==> config.mk <==
export PLATFORM = sky130hd
export DESIGN_NAME = uart_rx
export DESIGN_NICKNAME = d
export VERILOG_FILES = /design/src/rtl/uart_pkg.sv /design/src/rtl/sync_2ff.sv /design/src/rtl/uart_rx.sv
export SDC_FILE = /design/constraint.sdc
export NUM_CORES = 1
export LEC_CHECK = 0
export BUFFER_PORTS_ARGS = -buffer_cell sky130_fd_sc_hd__buf_2
export CAP_MARGIN = 5
export CELL_PAD_IN_SITES_DETAIL_PLACEMENT = 1
export CELL_PAD_IN_SITES_GLOBAL_PLACEMENT = 1
export CORE_ASPECT_RATIO = 0.8
export CORE_MARGIN = 3
export CORE_UTILIZATION = 48
export DETAILED_ROUTE_END_ITERATION = 10
export PLACE_DENSITY_LB_ADDON = 0.1
export SYNTH_ARGS = -nofsm -noshare
export SYNTH_HDL_FRONTEND = slang
export SYNTH_SLANG_ARGS = --single-unit
==> constraint.sdc <==
create_clock -name i_clk -period 5.5 [get_ports i_clk]
set_clock_uncertainty 0.1 [all_clocks]
set_input_delay 0.275 -clock i_clk [delete_from_list [all_inputs] [get_ports i_clk]]
set_output_delay 0.275 -clock i_clk [all_outputs]
set_load 0.005 [all_outputs]
==> src/rtl/uart_pkg.sv <==
// Shared UART definitions: FSM state encoding and oversampling constants.
package uart_pkg;

  typedef enum logic [2:0] {
    ST_IDLE   = 3'd0,
    ST_START  = 3'd1,
    ST_DATA   = 3'd2,
    ST_PARITY = 3'd3,
    ST_STOP   = 3'd4
  } uart_state_e;

  localparam int unsigned OVERSAMPLE  = 16;
  localparam int unsigned MID_SAMPLE  = 7;
  localparam int unsigned LAST_SAMPLE = 15;
  localparam int unsigned TICK_CNT_W  = 5;

endpackage

==> src/rtl/sync_2ff.sv <==
// Two-flop synchronizer for an asynchronous single-bit input.
module sync_2ff #(
  parameter logic RESET_VAL = 1'b1
) (
  input  logic i_clk,
  input  logic i_reset,
  input  logic i_d,
  output logic o_q
);

  logic meta_q;
  logic sync_q;

  // Metastability filter; reset loads the line's idle level.
  always_ff @(posedge i_clk) begin
    if (i_reset) begin
      meta_q <= RESET_VAL;
      sync_q <= RESET_VAL;
    end else begin
      meta_q <= i_d;
      sync_q <= meta_q;
    end
  end

  assign o_q = sync_q;

endmodule

==> src/rtl/uart_rx.sv <==
// UART receiver: 16x oversampled start/data/parity/stop recovery.
module uart_rx
  import uart_pkg::*;
#(
  parameter int unsigned DATA_BITS  = 8,
  parameter int unsigned STOP_TICKS = 16,
  parameter int unsigned PARITY_EN  = 0,
  parameter int unsigned PARITY_ODD = 0
) (
  input  logic                 i_clk,
  input  logic                 i_reset,
  input  logic                 i_tick,
  input  logic                 i_rx,
  output logic [DATA_BITS-1:0] o_data,
  output logic                 o_rx_done,
  output logic                 o_frame_err,
  output logic                 o_parity_err,
  output logic                 o_busy
);

  localparam int unsigned BIT_CNT_W = $clog2(DATA_BITS);

  logic rx_s;

  uart_state_e           state_q,    state_d;
  logic [TICK_CNT_W-1:0] tick_cnt_q, tick_cnt_d;
  logic [BIT_CNT_W-1:0]  bit_cnt_q,  bit_cnt_d;
  logic [DATA_BITS-1:0]  shreg_q,    shreg_d;
  logic                  perr_q,     perr_d;
  logic [DATA_BITS-1:0]  data_q,     data_d;
  logic                  done_q,     done_d;
  logic                  ferr_q,     ferr_d;
  logic                  perr_out_q, perr_out_d;
  logic                  busy_q,     busy_d;

  sync_2ff #(
    .RESET_VAL (1'b1)
  ) u_rx_sync (
    .i_clk   (i_clk),
    .i_reset (i_reset),
    .i_d     (i_rx),
    .o_q     (rx_s)
  );

  // State and output registers.
  always_ff @(posedge i_clk) begin
    if (i_reset) begin
      state_q    <= ST_IDLE;
      tick_cnt_q <= '0;
      bit_cnt_q  <= '0;
      shreg_q    <= '0;
      perr_q     <= 1'b0;
      data_q     <= '0;
      done_q     <= 1'b0;
      ferr_q     <= 1'b0;
      perr_out_q <= 1'b0;
      busy_q     <= 1'b0;
    end else begin
      state_q    <= state_d;
      tick_cnt_q <= tick_cnt_d;
      bit_cnt_q  <= bit_cnt_d;
      shreg_q    <= shreg_d;
      perr_q     <= perr_d;
      data_q     <= data_d;
      done_q     <= done_d;
      ferr_q     <= ferr_d;
      perr_out_q <= perr_out_d;
      busy_q     <= busy_d;
    end
  end

  // Frame sequencing; counters only move on oversample ticks.
  always_comb begin
    state_d    = state_q;
    tick_cnt_d = tick_cnt_q;
    bit_cnt_d  = bit_cnt_q;
    shreg_d    = shreg_q;
    perr_d     = perr_q;
    data_d     = data_q;
    done_d     = 1'b0;
    ferr_d     = ferr_q;
    perr_out_d = perr_out_q;

    unique case (state_q)
      ST_IDLE: begin
        if (!rx_s) begin
          state_d    = ST_START;
          tick_cnt_d = '0;
        end
      end
      ST_START: begin
        if (i_tick) begin
          if (tick_cnt_q == TICK_CNT_W'(MID_SAMPLE)) begin
            if (!rx_s) begin
              state_d    = ST_DATA;
              tick_cnt_d = '0;
              bit_cnt_d  = '0;
            end else begin
              state_d = ST_IDLE;
            end
          end else begin
            tick_cnt_d = tick_cnt_q + TICK_CNT_W'(1);
          end
        end
      end
      ST_DATA: begin
        if (i_tick) begin
          if (tick_cnt_q == TICK_CNT_W'(LAST_SAMPLE)) begin
            shreg_d    = {rx_s, shreg_q[DATA_BITS-1:1]};
            tick_cnt_d = '0;
            if (bit_cnt_q == BIT_CNT_W'(DATA_BITS - 1)) begin
              state_d = (PARITY_EN != 0) ? ST_PARITY : ST_STOP;
            end else begin
              bit_cnt_d = bit_cnt_q + BIT_CNT_W'(1);
            end
          end else begin
            tick_cnt_d = tick_cnt_q + TICK_CNT_W'(1);
          end
        end
      end
      ST_PARITY: begin
        if (i_tick) begin
          if (tick_cnt_q == TICK_CNT_W'(LAST_SAMPLE)) begin
            perr_d     = (^shreg_q) ^ rx_s ^ 1'(PARITY_ODD);
            tick_cnt_d = '0;
            state_d    = ST_STOP;
          end else begin
            tick_cnt_d = tick_cnt_q + TICK_CNT_W'(1);
          end
        end
      end
      ST_STOP: begin
        if (i_tick) begin
          if (tick_cnt_q == TICK_CNT_W'(STOP_TICKS - 1)) begin
            data_d     = shreg_q;
            ferr_d     = ~rx_s;
            perr_out_d = (PARITY_EN != 0) ? perr_q : 1'b0;
            done_d     = 1'b1;
            state_d    = ST_IDLE;
          end else begin
            tick_cnt_d = tick_cnt_q + TICK_CNT_W'(1);
          end
        end
      end
      default: begin
        state_d = ST_IDLE;
      end
    endcase

    busy_d = (state_d != ST_IDLE);
  end

  assign o_data       = data_q;
  assign o_rx_done    = done_q;
  assign o_frame_err  = ferr_q;
  assign o_parity_err = perr_out_q;
  assign o_busy       = busy_q;

endmodule

==> results of run 1 <==
kinds of logic after synthesis:
group                    count (synthesis)  synth area share, %
multiplexers                            17                10.41
adder cells (fa/ha/maj)                  6                4.594
flip-flops                              32                39.20
AO/OA/AOI/OAI                           27                12.94
buffers and inverters                   13                4.211
other                                    1               0.2295
AND/OR/NAND/NOR                         75                28.41
path summary, 6_finish.rpt:
path | end | slack, ns | startpoint | depth (start not counted)
hold / removal | u_rx_sync.meta_q$_SDFF_PP1_ | 0.07 | i_rx | 2
setup reg to reg | tick_cnt_q[2]$_SDFFE_PP0P_ | 3.33 | tick_cnt_q[0]$_SDFFE_PP0P_ | 7
setup / recovery | tick_cnt_q[2]$_SDFFE_PP0P_ | 3.33 | tick_cnt_q[0]$_SDFFE_PP0P_ | 7
hold reg to reg | u_rx_sync.o_q$_SDFF_PP1_ | 0.32 | u_rx_sync.meta_q$_SDFF_PP1_ | 1
final cells by class:
cell class	instances	area, um2	area share (%)
inverters	3	11.26	0.6303
clock buffers	8	90.09	5.042
well taps	40	50.05	2.801
multi-input cells	126	924.6	51.75
repair buffers	14	70.07	3.922
flip-flops and latches	32	640.6	35.85
critical path, stage by stage (launching register included):
cell,delay (ns)
dfxtp_1,0.41
ha_1,0.23
and3_1,0.22
ha_1,0.23
and3b_1,0.21
nor4_1,0.39
o31ai_1,0.13
a31oi_1,0.17
sequential cells by signal (all words and copies together) (netlist names), 3 cells and up:
| signal | count |
|---|---|
| state_q | 3 |
| shreg_q | 8 |
| o_data | 8 |
| bit_cnt_q | 3 |
| tick_cnt_q | 5 |
cells in the final DEF (no fill, tap or decap), types with 2 or more instances in the layout:
cell	synthesis	routed
ha_1	6	6
nor2_1	22	22
o32ai_1	2	2
and2b_1	3	3
nand2_1	4	4
or2_2	4	4
dfxtp_1	32	32
inv_1	3	3
nor3_1	2	2
buf_2	1	14
a31oi_1	2	2
nand3_1	6	6
clkbuf_1	4	2
o21ai_0	3	3
nor2_8	2	2
o31ai_1	2	2
mux2i_1	17	17
nand2b_1	8	8
a21oi_1	6	6
or3b_4	3	3
nand4b_1	2	2
a31o_2	3	3
a22oi_1	2	2
nor3b_1	4	4
clkbuf_8	0	6
nor2b_1	4	4
and3_1	3	3
per-stage QoR:
| stage | total power (W) | cell area, um2 | setup WS (ns) | std cells |
|---|---|---|---|---|
| after global placement | 0.0002573 | 1697 | 3.489 | 215 |
| after CTS | 0.0004446 | 1787 | 3.337 | 223 |
| after detailed placement | 0.0002578 | 1697 | 3.377 | 215 |
| after global routing | 0.0004593 | 1787 | 3.127 | 223 |
| after floorplan | 0.0002537 | 1634 | 3.578 | 171 |
| final | 0.0004387 | 1787 | 3.326 | 223 |
synth_stat cells, types with 3 or more instances:
library cell   n  area share, %
a21oi_1        6            1.8
nand2_1        4           0.92
and2b_1        3            1.4
mux2i_1       17             10
nand2b_1       8            3.1
nor2_1        22            5.1
o21ai_0        3           0.92
and3_1         3            1.1
nor2b_1        4            1.5
dfxtp_1       32             39
ha_1           6            4.6
inv_1          3           0.69
clkbuf_1       4           0.92
or3b_4         3            2.1
a31o_2         3            1.6
nand3_1        6            1.8
nor3b_1        4            1.8
or2_2          4            1.5
report_power, final:
part / internal, W / total (W) / leakage, nW / switching [W]
Combinational: 0.00000627 / 0.0000171 / 0.448 / 0.0000109
Sequential: 0.000233 / 0.000236 / 0.258 / 0.00000254
Clock: 0.000102 / 0.000186 / 0.0455 / 0.0000838
layer usage:
| layer | vias to the layer above | routed length [um] | track usage [%] |
|---|---|---|---|
| li1 | 623 | - | - |
| met1 | 620 | 1663 | 22.94 |
| met2 | 36 | 1650 | 30.63 |
| met3 | 12 | 190 | 7.972 |
| met4 | 0 | 100 | 9.651 |
| met5 | - | 0 | 0 |
==> flow_summary.yaml, run 1 <==
synthesis:
  synth_cell_types: 45
  synthesis.area_um2: 1634
  ys_seq_area_share_pct: 39.20
  synth_edf_count: 0
  ys_async_sr_fraction_pct: 0
  syn_inst: 171
  ys_warn_count: 0
  syn_nets: 181
  synth_seq_cells: 32
  synth-main-ff-cell: "dfxtp_1"
  syn-mean-instance-area_um2: 9.556
floorplanning:
  die_w_um: 71.24
  floorplan.initialDensity_pct: 51.46
  placementRows: 18
  die_y_um: 58.19
  core_um2: 3176
  die-area_um2: 4145
  ios: 16
timing:
  tightestPinTransition_ns: 0.6147
  setup_tns_ns: 0
  hold_ws_ns: 0.06841
  min_period_over_period_pct: 39.52
  rsz0062_at_grt: "no"
  max_freq_ghz: 0.4601
  finalHoldViolations: 0
  relSlewSlack_pct: 59.02
  drv_slew: 0
  fin_crit_ns: 2.174
  setup_violations: 0
global_route:
  grt-ovfl-total: 0
  antenna_found_initial: 0
  grt_usage_pct: 19.45
  grt_start_max_net_pins: 37
  grt_pass1_wl_mm: 6.141
  grt_pass1_vias: 1316
clock_tree:
  cts_buffers: 5
  hold_buffers: 0
  ctsResizeCount: 0
  cts_root_buf: "clkbuf_8"
  path_clk_slew_ns: 0.06
  cts_setup_buffers: 0
  clock-sinks: 32
  cts_tree: "yes"
  cts_htree_levels: 2
  clockBufferDepth: 2
  clk_latency_ns: 0.29
power_and_ir_drop:
  p_leak_nw: 0.7515
  ir_drop_v: 0.0001481
  power_density_nw_per_um2: 245.5
final_layout:
  diodes: 0
  nFillCells: 379
  area_delta_synth_final_pct: 9.341
  final_nets: 192
  drive_gt1_share_pct: 20.77
  fin_util_pct: 56.26
detailed_routing:
  vias: 1291
  ant_nets: 0
  drtPass1Iterations: 4
  wire_per_inst_um: 16.16
  drc: 0
  drtIter0Drc: 65
  viasPerCell: 5.789
  wl_mm: 3.604
job:
  maxCapViolCount: 0
worst_hold_path:
  worstHoldPathType: "in -> reg"
critical_path:
  cp.required_ns: 5.61
  path_max_fanout: 4
  critPathKind: "reg -> reg"
  startpoint_type: "register"
  end_kind: "register"
  crit_arrival_ns: 2.28
outcome:
  outcome: "finished, final reports clean"
place:
  dp_hpwl_mm: 2.521
  place.gp.congestion: 0.8344
  portBuffers: 14
(Power assumes the default switching activity.)
==> inputs of run 2 (changes only) <==
CORE_UTILIZATION = 45   (was 48)
clock period = 2.25 ns   (was 5.5 ns; I/O delays follow)
==> flow_summary.yaml, run 2 (same netlist as run 1, synthesis figures left out) <==
final_layout:
  nFillCells: 384
  final_cell_mix: "dfxtp_1 (32), nor2_1 (22), mux2i_1 (17)"
  multi_input_area_um2: 938.4
  diodes: 0
  area_delta_synth_final_pct: 12.56
  fin_area_um2: 1839
  drive_gt1_share_pct: 24.19
  final_nets: 196
  final_common_cell: "dfxtp_1"
  final-seq-area_um2: 640.6
global_route:
  antenna_found_initial: 0
  grt-ovfl-total: 0
  grt_pass1_wl_mm: 6.216
  grt_usage_pct: 18.97
  grt_pass1_vias: 1276
  grt_start_max_net_pins: 23
clock_tree:
  clk_latency_ns: 0.28
  cts_buffers: 5
  path_clk_slew_ns: 0.06
  clockBufferDepth: 2
  clock-sinks: 32
  cts_htree_levels: 2
  cts_setup_buffers: 0
  cts_tree: "yes"
  cts_root_buf: "clkbuf_8"
critical_path:
  critPathKind: "reg -> reg"
  path_max_fanout: 4
  end_kind: "register"
  crit_start: "tick_cnt_q[0]$_SDFFE_PP0P_"
  crit_arrival_ns: 2.15
  reg2reg_from: "tick_cnt_q[0]$_SDFFE_PP0P_"
  startpoint_type: "register"
  cp.required_ns: 2.31
place:
  dp_hpwl_mm: 2.701
  place.gp.congestion: 0.8655
  portBuffers: 14
  dpl_cell_area_um2: 1719
floorplanning:
  placementRows: 18
  die_y_um: 59.90
  floorplan.initialDensity_pct: 50.04
  die-area_um2: 4395
  ios: 16
  core_um2: 3266
  die_w_um: 73.37
detailed_routing:
  drtPass1Iterations: 4
  met2WireLength_mm: 1.683
  vias: 1282
  drt-met1-wl_mm: 1.792
  drc: 0
  wire_per_inst_um: 16.15
  wl_mm: 3.650
  maxUsedRoutingLayer: "met4"
  ant_nets: 0
  wl_met3_um: 123
  viasPerCell: 5.673
  drtIter0Drc: 65
timing:
  rsz0062_at_grt: "no"
  setup_violations: 0
  finalHoldViolations: 0
  max_freq_ghz: 0.4788
  fin_crit_ns: 2.089
  drv_slew: 0
  relSlewSlack_pct: 62.57
  min_period_over_period_pct: 92.82
  tightestPinTransition_ns: 0.5608
  setup_tns_ns: 0
worst_hold_path:
  worstHoldPathType: "in -> reg"
  hp-start: "i_reset"
power_and_ir_drop:
  power_density_nw_per_um2: 590.9
  p_leak_nw: 0.7788
  ir_drop_v: 0.0004300
job:
  maxCapViolCount: 0
outcome:
  outcome: "finished, final reports clean"
## run 2: cell types whose count changed in the layout (fill, tap and decap cells not counted)
cell,previous run,this run
a22oi_1,2,1
a22oi_2,0,1
buf_4,0,3
clkbuf_1,2,0
clkbuf_8,6,7
dlygate4sd3_1,0,1
nand2_1,4,3
nand2_2,0,1
nor4_1,1,0
nor4_2,0,1
## run 2: report_power, final
group / switching (W) / internal [W]
Clock: 0.000193 / 0.000272
Sequential: 0.00000634 / 0.000570
Combinational: 0.0000267 / 0.0000181
Total: 0.000226 / 0.000860
## run 2: critical path, stage by stage (launching register included)
cell and delay (ns):
dfxtp_1 0.35, ha_1 0.24, and3_1 0.22, ha_1 0.23
and3_1 0.22, a22oi_2 0.19, o32ai_1 0.10, or3_1 0.32
## run 2: path summary, 6_finish.rpt
| check | end | slack [ns] | cells after the start |
|---|---|---|---|
| setup / recovery | o_busy$_SDFF_PP0_ | 0.16 | 7 |
| hold / removal | shreg_q[6]$_SDFFE_PP0P_ | 0.13 | 2 |
| setup reg to reg | o_busy$_SDFF_PP0_ | 0.16 | 7 |
| hold reg to reg | u_rx_sync.o_q$_SDFF_PP1_ | 0.31 | 1 |
## run 2: repair_timing
| action | CTS | global route |
|---|---|---|
| hold buffers | 1 | 0 |
| setup endpoints to repair | 0 | 2 |
| gates resized for setup | 0 | 3 |
| endpoints found under the hold margin | 1 | 0 |
## run 2: per-stage QoR
step	util, %	power (W)	setup slack [ns]	hold slack, ns	cells
after floorplan	-	0.0006201	0.3279	0.1163	171
after global placement	52.64	0.0006306	0.2342	0.1996	218
after detailed placement	52.64	0.0006317	0.1453	0.2056	218
after CTS	55.90	0.001102	0.1253	0.1238	226
after global routing	56.32	0.001139	0.03161	0.1442	226
final	56.32	0.001087	0.1615	0.1274	226
## run 2: routing by layer
layer,vias to the layer above,global-route usage (%)
met2,17,29.55
met1,624,25.26
li1,634,-
met4,0,6.202
met5,-,0
met3,7,5.546
## run 2: final cells by class
cell class	count	share of cell area, %
Clock buffer	7	5.238
Inverter	3	0.6122
Multi-Input combinational cell	126	51.02
Sequential cell	32	34.83
Tap cell	40	2.721
Timing Repair Buffer	18	5.578
==> inputs of run 3 (changes only) <==
REMOVE_ABC_BUFFERS = 1   (was default)
==> flow_summary.yaml, run 3 (same netlist as run 1, synthesis figures left out) <==
outcome:
  outcome: "finished, final reports clean"
timing:
  fin_crit_ns: 2.173
  fin_ws_ns: 0.07673
  rsz0062_at_grt: "yes"
  finalHoldViolations: 0
  max_freq_ghz: 0.4601
  hold_ws_ns: 0.1865
  relSlewSlack_pct: 59.24
  setup_violations: 0
  tightestPinTransition_ns: 0.6114
  min_period_over_period_pct: 96.59
  drv_slew: 0
detailed_routing:
  wl_mm: 3.857
  drtIter0Drc: 77
  vias: 1284
  ant_nets: 0
  drtPass1Iterations: 4
  wire_per_inst_um: 17.22
  viasPerCell: 5.732
  drc: 0
power_and_ir_drop:
  ir_drop_v: 0.0005581
  power_w: 0.001237
  p_leak_nw: 0.7781
  power_density_nw_per_um2: 669.8
final_layout:
  drive_gt1_share_pct: 23.91
  final_cell_mix: "dfxtp_1 (31), nor2_1 (22), mux2i_1 (17)"
  diodes: 0
  area_delta_synth_final_pct: 13.02
  finalNonFillerCells: 224
  final_nets: 193
  final_common_cell: "dfxtp_1"
global_route:
  antenna_found_initial: 0
  grt_usage_pct: 20.34
  grt_pass1_vias: 1335
  grt_pass1_wl_mm: 6.630
  grt_start_max_net_pins: 37
  grt-ovfl-total: 0
clock_tree:
  clockBufferDepth: 2
  cts_root_buf: "clkbuf_8"
  cts_buffers: 5
  path_clk_slew_ns: 0.08
  cts_htree_levels: 2
  cts_tree: "yes"
  clock-sinks: 32
  clk_latency_ns: 0.30
critical_path:
  startpoint_type: "register"
  reg2reg_from: "tick_cnt_q[0]$_SDFFE_PP0P_"
  cp.required_ns: 2.32
  path_max_fanout: 4
  critPathKind: "reg -> reg"
  crit_start: "tick_cnt_q[0]$_SDFFE_PP0P_"
  crit_arrival_ns: 2.25
  end_kind: "register"
place:
  place.gp.congestion: 0.7739
  portBuffers: 14
  place_ws_ns: 0.1369
  placedCellCount: 215
  dp_hpwl_mm: 2.573
worst_hold_path:
  worstHoldPathType: "in -> reg"
  hp-start: "i_tick"
floorplanning:
  die_y_um: 59.90
  placementRows: 18
  ios: 16
  floorplan.initialDensity_pct: 50.04
  core_um2: 3266
  die-area_um2: 4395
  die_w_um: 73.37
job:
  maxCapViolCount: 0
run 3: cell count changes in the layout (fill, tap and decap cells not counted), sizes merged:
cell,delta
buf,-3
bufinv,+1
run 3: cell type report:
class	instances	area, um2
clock buffer	7	96.34
clock inverter	1	30.03
fill	374	1419
inverter	3	11.26
multi-input combinational	126	937.1
sequential	32	641.9
tap	40	50.05
timing repair buffer	15	80.08
run 3: worst max-delay path, stage by stage (launching register included):
cell,delay (ns)
dfxtp_2,0.35
ha_1,0.23
and3_1,0.23
ha_1,0.24
and3_1,0.23
a22oi_1,0.22
o32ai_1,0.12
or3_1,0.33
run 3: path summary, 6_finish.rpt:
check / endpoint / slack [ns] / cells past startpoint
worst min-delay path: bit_cnt_q[1]$_SDFFE_PP0P_ / 0.19 / 2
worst max-delay path: o_busy$_SDFF_PP0_ / 0.08 / 7
worst max register to register: o_busy$_SDFF_PP0_ / 0.08 / 7
worst min register to register: u_rx_sync.o_q$_SDFF_PP1_ / 0.33 / 1
run 3: timing repair:
item                                   in CTS  in global routing
setup buffers                               0                  0
setup endpoints to repair                   0                  7
gates resized for setup                     0                  4
endpoints found under the hold margin       1                  0
hold buffers                                1                  0
run 3: per-stage QoR:
stage          cell area, um2  setup TNS [ns]  util, %
2_1_floorplan            1577               0        -
3_3_place_gp             1697               0    51.95
3_5_place_dp             1697               0    51.95
4_1_cts                  1833               0    56.13
5_1_grt                  1847       -0.003787    56.55
6_report                 1847               0    56.55
run 3: routing by layer:
metal | vias to the layer above | track usage, % | part of all wire, %
met1 | 631 | 26.35 | 48
met5 | - | 0 | 0
met3 | 5 | 6.555 | 3.7
met4 | 0 | 7.752 | 1.7
met2 | 18 | 31.59 | 46
li1 | 630 | - | -
run 3: power by group:
part	switching, W	internal (W)
Clock	0.000225	0.000391
Combinational	0.0000280	0.0000173
Sequential	0.00000583	0.000570
Total	0.000259	0.000978
